`config.mk`:
```
export PLATFORM = sky130hd
export DESIGN_NAME = rs232_fifo_transmitter
export DESIGN_NICKNAME = d
export VERILOG_FILES = /design/src/rtl/rs232_pkg.sv /design/src/rtl/rs232_baud_generator.sv /design/src/rtl/rs232_fifo_transmitter.sv
export SDC_FILE = /design/constraint.sdc
export NUM_CORES = 1
export LEC_CHECK = 0
export BUFFER_PORTS_ARGS = -buffer_cell sky130_fd_sc_hd__buf_2
export CAP_MARGIN = 40
export CORE_ASPECT_RATIO = 0.7
export CORE_UTILIZATION = 64
export CTS_BUF_LIST = sky130_fd_sc_hd__clkbuf_8
export DETAILED_ROUTE_END_ITERATION = 8
export PLACE_DENSITY = 0.85
export SYNTH_ARGS = -nofsm -noshare
export SYNTH_HDL_FRONTEND = slang
export SYNTH_SLANG_ARGS = --single-unit
```
`constraint.sdc`:
```
create_clock -name clk -period 6.75 [get_ports clk]
set_clock_uncertainty 0.05 [all_clocks]
set_input_delay 0 -clock clk [delete_from_list [all_inputs] [get_ports clk]]
set_output_delay 0 -clock clk [all_outputs]
set_load 0.03 [all_outputs]
```
`src/rtl/rs232_pkg.sv`:
```
// Shared definitions for the RS232 fifo transmitter: FSM encoding, parity modes,
// fifo handshake timing and the baud divisor helper.
package rs232_pkg;

  typedef enum logic [3:0] {
    ST_IDLE,
    ST_POP_REQ,
    ST_POP_WAIT,
    ST_START_BIT,
    ST_DATA_BITS,
    ST_PARITY_BIT,
    ST_STOP_BIT,
    ST_FINISH,
    ST_ABORT
  } tx_state_e;

  localparam int PARITY_NONE = 0;
  localparam int PARITY_ODD  = 1;
  localparam int PARITY_EVEN = 2;

  localparam int FIFO_POP_LATENCY  = 3;
  localparam int FIFO_READY_SETTLE = 2;

  function automatic int baud_divisor(input int clk_hz, input int baud);
    return clk_hz / baud;
  endfunction

endpackage

```
`src/rtl/rs232_baud_generator.sv`:
```
// Bit-period timer: counts 0..BAUD_DIV-1 and pulses bit_tick on the last count.
// restart holds the counter at zero so a new bit starts on a clean period.
module rs232_baud_generator #(
  parameter int BAUD_DIV = 434
) (
  input  logic clk,
  input  logic clear_n,
  input  logic restart,
  output logic bit_tick
);

  localparam int CNT_W = (BAUD_DIV > 2) ? $clog2(BAUD_DIV) : 1;
  localparam logic [CNT_W-1:0] LAST = CNT_W'(BAUD_DIV - 1);

  logic [CNT_W-1:0] cnt;

  always_ff @(posedge clk or negedge clear_n) begin
    if (!clear_n) begin
      cnt <= '0;
    end else if (restart || cnt == LAST) begin
      cnt <= '0;
    end else begin
      cnt <= cnt + 1'b1;
    end
  end

  assign bit_tick = !restart && (cnt == LAST);

endmodule

```
`src/rtl/rs232_fifo_transmitter.sv`:
```
// Drains the TX byte fifo through its pop handshake and serialises each word as
// an RS232 frame on a registered tx line.
module rs232_fifo_transmitter
  import rs232_pkg::*;
#(
  parameter int CLK_FREQ_HZ = 50000000,
  parameter int BAUD_RATE   = 115200,
  parameter int DATA_WIDTH  = 8,
  parameter int PARITY      = PARITY_NONE,
  parameter int STOP_BITS   = 1
) (
  input  logic                  clk,
  input  logic                  clear_n,
  input  logic                  start,
  input  logic                  fifo_ready,
  input  logic [DATA_WIDTH-1:0] fifo_data,
  input  logic                  fifo_empty,
  output logic                  fifo_pop,
  output logic                  tx,
  output logic                  busy,
  output logic                  done,
  output logic                  aborted,
  output logic [15:0]           byte_count
);

  localparam int BAUD_DIV = baud_divisor(CLK_FREQ_HZ, BAUD_RATE);

  tx_state_e             state, state_nx;
  logic [DATA_WIDTH-1:0] shift_reg, shift_nx;
  logic                  parity_bit, parity_nx;
  logic [3:0]            bit_cnt, bit_nx;
  logic [1:0]            wait_cnt, wait_nx;
  logic                  stop_cnt, stop_nx;
  logic [1:0]            ready_age;
  logic                  ready_settled;
  logic                  tx_nx, pop_nx, busy_nx, done_nx, aborted_nx;
  logic [15:0]           count_nx;
  logic                  in_frame, bit_tick;

  function automatic logic frame_parity(input logic [DATA_WIDTH-1:0] d);
    return (PARITY == PARITY_ODD) ? ~^d : ^d;
  endfunction

  assign in_frame = (state == ST_START_BIT) || (state == ST_DATA_BITS) ||
                    (state == ST_PARITY_BIT) || (state == ST_STOP_BIT);

  rs232_baud_generator #(.BAUD_DIV(BAUD_DIV)) u_baud (
    .clk      (clk),
    .clear_n  (clear_n),
    .restart  (!in_frame),
    .bit_tick (bit_tick)
  );

  // The fifo needs a few cycles after fifo_ready rises before it accepts a pop.
  always_ff @(posedge clk or negedge clear_n) begin
    if (!clear_n) begin
      ready_age <= '0;
    end else if (!fifo_ready) begin
      ready_age <= '0;
    end else if (!ready_settled) begin
      ready_age <= ready_age + 1'b1;
    end
  end

  assign ready_settled = (ready_age == 2'(FIFO_READY_SETTLE));

  always_comb begin
    state_nx   = state;
    shift_nx   = shift_reg;
    parity_nx  = parity_bit;
    bit_nx     = bit_cnt;
    wait_nx    = wait_cnt;
    stop_nx    = stop_cnt;
    pop_nx     = 1'b0;
    busy_nx    = busy;
    done_nx    = 1'b0;
    aborted_nx = 1'b0;
    count_nx   = byte_count;
    tx_nx      = 1'b1;

    case (state)
      ST_IDLE: begin
        if (start) begin
          if (fifo_ready) begin
            state_nx = ST_POP_REQ;
            busy_nx  = 1'b1;
            count_nx = '0;
          end else begin
            aborted_nx = 1'b1;
          end
        end
      end
      ST_POP_REQ: begin
        if (!fifo_ready) begin
          state_nx = ST_ABORT;
        end else if (ready_settled) begin
          pop_nx   = 1'b1;
          wait_nx  = '0;
          state_nx = ST_POP_WAIT;
        end
      end
      ST_POP_WAIT: begin
        if (wait_cnt == 2'(FIFO_POP_LATENCY - 1)) begin
          if (!fifo_ready) begin
            state_nx = ST_ABORT;
          end else if (fifo_empty) begin
            state_nx = ST_FINISH;
          end else begin
            shift_nx  = fifo_data;
            parity_nx = frame_parity(fifo_data);
            bit_nx    = '0;
            state_nx  = ST_START_BIT;
          end
        end else begin
          wait_nx = wait_cnt + 1'b1;
        end
      end
      ST_START_BIT: begin
        if (bit_tick) state_nx = ST_DATA_BITS;
      end
      ST_DATA_BITS: begin
        if (bit_tick) begin
          if (bit_cnt == 4'(DATA_WIDTH - 1)) begin
            if (PARITY != PARITY_NONE) begin
              state_nx = ST_PARITY_BIT;
            end else begin
              state_nx = ST_STOP_BIT;
              stop_nx  = 1'b0;
              count_nx = byte_count + 1'b1;
            end
          end else begin
            bit_nx   = bit_cnt + 1'b1;
            shift_nx = shift_reg >> 1;
          end
        end
      end
      ST_PARITY_BIT: begin
        if (bit_tick) begin
          state_nx = ST_STOP_BIT;
          stop_nx  = 1'b0;
          count_nx = byte_count + 1'b1;
        end
      end
      ST_STOP_BIT: begin
        if (bit_tick) begin
          if (stop_cnt == 1'(STOP_BITS - 1)) begin
            state_nx = fifo_ready ? ST_POP_REQ : ST_ABORT;
          end else begin
            stop_nx = 1'b1;
          end
        end
      end
      ST_FINISH: begin
        done_nx  = 1'b1;
        busy_nx  = 1'b0;
        state_nx = ST_IDLE;
      end
      ST_ABORT: begin
        aborted_nx = 1'b1;
        busy_nx    = 1'b0;
        state_nx   = ST_IDLE;
      end
      default: state_nx = ST_IDLE;
    endcase

    // tx is registered from the next state so the line changes exactly on bit boundaries.
    case (state_nx)
      ST_START_BIT:  tx_nx = 1'b0;
      ST_DATA_BITS:  tx_nx = shift_nx[0];
      ST_PARITY_BIT: tx_nx = parity_nx;
      default:       tx_nx = 1'b1;
    endcase
  end

  always_ff @(posedge clk or negedge clear_n) begin
    if (!clear_n) begin
      state      <= ST_IDLE;
      tx         <= 1'b1;
      fifo_pop   <= 1'b0;
      busy       <= 1'b0;
      done       <= 1'b0;
      aborted    <= 1'b0;
      byte_count <= '0;
      bit_cnt    <= '0;
      wait_cnt   <= '0;
      stop_cnt   <= 1'b0;
    end else begin
      state      <= state_nx;
      tx         <= tx_nx;
      fifo_pop   <= pop_nx;
      busy       <= busy_nx;
      done       <= done_nx;
      aborted    <= aborted_nx;
      byte_count <= count_nx;
      bit_cnt    <= bit_nx;
      wait_cnt   <= wait_nx;
      stop_cnt   <= stop_nx;
    end
  end

  always_ff @(posedge clk) begin
    shift_reg  <= shift_nx;
    parity_bit <= parity_nx;
  end

endmodule

```
==> impl_metrics.yaml <==
run_status:
  outcome: "completed"
placed_design:
  dp_cells: 340
  dp_hpwl_microns: 3980
  io_buffers: 33
  place_congestion: 0.865
detailed_routing:
  drtIter0Drc: 199
  first_pass_iters: 5
  drc_errors: 0
  wirelength_microns: 5540
  vias_per_cell: 5.84
  via_count: 2101
  drt-wirelength-per-cell_microns: 15.4
  ant_nets: 0
floorplanning:
  die_w_microns: 78.6
  die_h_microns: 55.6
  io_pins: 34
  start_util_pct: 67.0
  rows: 19
  coreArea_sq_mm: 0.00392
  die-area_sq_mm: 0.00437
cells_and_area:
  fin_cells: 360
  drive_above_1_share_pct: 17.9
  final_common_cell: "dfrtp_1"
  largest_register_ffs: 16
  antenna_cells: 0
  syn2layout_area_growth_pct: 17.9
  final_nets: 326
  layout_common_cells: "dfrtp_1, nor2_1, buf_2"
sta:
  slew_viol_final: 0
  hold_viol: 0
  rsz0062_at_grt: "false"
  clock.fmax_mhz: 313
  worst_pin_slew_ns: 0.916
  post-route-period-util_pct: 47.3
  max_slew_margin_pct: 38.5
  setup-tns-final_ns: 0
  period_needed_ns: 3.19
  finalSetupViolCount: 0
run:
  cap_violations: 0
pwr:
  ir_drop_v: 0.000176
  swShare_pct: 33.7
  p_per_area_mw_per_mm2: 266
  power_frac_seq_pct: 47.4
  p_leak_nw: 1.33
  switchingPower_uw: 278
  pwr-share-comb_pct: 26.8
  pwr-share-clk_pct: 25.8
  p_int_uw: 547
synthesis:
  yosysUniqueCellTypes: 47
  synth_edf_count: 7
  ys_seq_area_share_pct: 49.6
  synthesis.area_sq_mm: 0.00263
  synthFlopType: "dfrtp_1"
  synthMuxAreaShare_pct: 1.19
  postSynthNetCount: 282
  yosys.area_share.simple_pct: 22.0
  async_flop_share_pct: 82.4
  avgSynthCellArea_sq_um: 9.99
  synth_compound_area_share_pct: 12.7
  synth_top_family_by_area: "simple AND/OR/NAND/NOR gates"
  synth_warnings: 0
  synthAdderAreaFrac_pct: 2.86
  ys_ff_latch: 51
  synthXorXnorAreaFrac_pct: 8.33
  synthCells: 263
critical_path:
  required_ns: 6.96
  max_stage_delay_ns: 0.79
  crit_top_cell: "or4b_2"
  path_max_fanout: 13
  worstSetupPathType: "reg2reg"
  critPathCaptureType: "flop"
  cp_data_arrival_time_ns: 3.40
  path_cells: "or4b_2 -> nor4_2 -> nor2_1 -> or4b_2 -> nand2_1"
  start_kind: "flop"
  critPathSlowestCell: "or4b_2"
grt:
  grt_first_pass_wirelength_microns: 9600
  grt_pass1_vias: 2052
  grt-ovfl-total: 0
  grt_max_degree: 24
  antenna_found_initial: 0
  grt_usage_pct: 29.1
clock_network:
  clock_path_buffers: 2
  cts.sinks: 51
  tritoncts: "yes"
  htreeDepth: 2
  root_buffer: "clkbuf_8"
  path_clk_slew_ns: 0.09
  worstSkewPairLatency_ns: 0.31
  numCtsBuffers: 5
min_path:
  holdCritPathClass: "in2async"
per-stage QoR:
step / worst slack, ns / power, mW / hold WS (ns) / utilization [%] / cell area, sq um
finish: 3.56 / 0.825 / 0.137 / 78.9 / 3100
global placement: 3.75 / 0.599 / 0.132 / 72.2 / 2830
detailed placement: 3.59 / 0.612 / -0.0661 / 73.1 / 2870
CTS: 3.57 / 0.827 / 0.135 / 78.9 / 3100
global route: 3.41 / 0.868 / 0.178 / 78.9 / 3100
floorplan: 4.49 / 0.553 / -0.346 / - / 2630
worst max-delay path, delay by kind of cell, from the launching register on:
kind             cells  cell delay (ns)
DFF                  1             0.54
and+or+nand+nor      5             2.54
metal layers:
metal	routed length (microns)	track usage [%]	vias up
met1	2620	42.8	1001
met5	0	0	-
li1	-	-	1018
met2	2510	43.6	74
met3	328	5.57	8
met4	78	9.52	0
logic make-up after synthesis:
logic type / after synthesis
and+or+nand+nor: 107
DFF: 51
AOI/OAI and AO/OA: 48
xor gates and xnor gates: 25
buffers and inverters: 23
adders and majority gates: 6
muxes: 3
final cells by class:
cell class / count / area, sq um
sequential: 51 / 1300
clock buffer: 5 / 68.8
timing repair buffer: 48 / 328
clock inverter: 3 / 38.8
multi-input combinational: 189 / 1250
fill: 270 / 826
inverter: 12 / 45.0
tap: 52 / 65.1
cells in the mapped netlist (6+ instances only):
cell / n / area share (%)
nor3_1: 8 / 1.5
clkbuf_1: 9 / 1.3
a21oi_1: 13 / 2.5
nand4_1: 9 / 2.1
xnor2_1: 16 / 5.3
dfrtp_1: 41 / 39
edfxtp_1: 7 / 8.0
a22o_1: 8 / 2.7
or3_1: 11 / 2.6
o21ai_0: 14 / 2.7
nand2_1: 15 / 2.1
xor2_1: 9 / 3.0
inv_1: 12 / 1.7
ha_1: 6 / 2.9
nand3_1: 7 / 1.3
nor2_1: 33 / 4.7
what timing repair did:
item	CTS	global route
resized for setup	0	0
hold endpoints to repair	55	0
hold buffers	12	0
setup buffers	0	0
power groups by stage:
stage          Combinational, mW  Sequential (mW)  Clock [mW]
5_1_grt                    0.246            0.398       0.224
2_1_floorplan              0.164            0.389           0
4_1_cts                    0.221            0.391       0.215
3_3_place_gp               0.206            0.394           0
6_report                   0.221            0.391       0.213
3_5_place_dp               0.214            0.397           0
worst paths after layout:
| path | slack, ns | end | startpoint | cells past startpoint |
|---|---|---|---|---|
| min in group clk | 0.41 | shift_reg[0] | shift_reg[0] | 1 |
| hold reg to reg | 0.41 | shift_reg[0] | shift_reg[0] | 1 |
| max in group asynchronous | 5.95 | tx | clear_n | 3 |
| hold / removal | 0.14 | byte_count[1] | clear_n | 2 |
| setup / recovery | 3.56 | bit_cnt[2] | state[0] | 5 |
| setup reg to reg | 3.56 | bit_cnt[2] | state[0] | 5 |
Power figures use the tool's default switching activity.
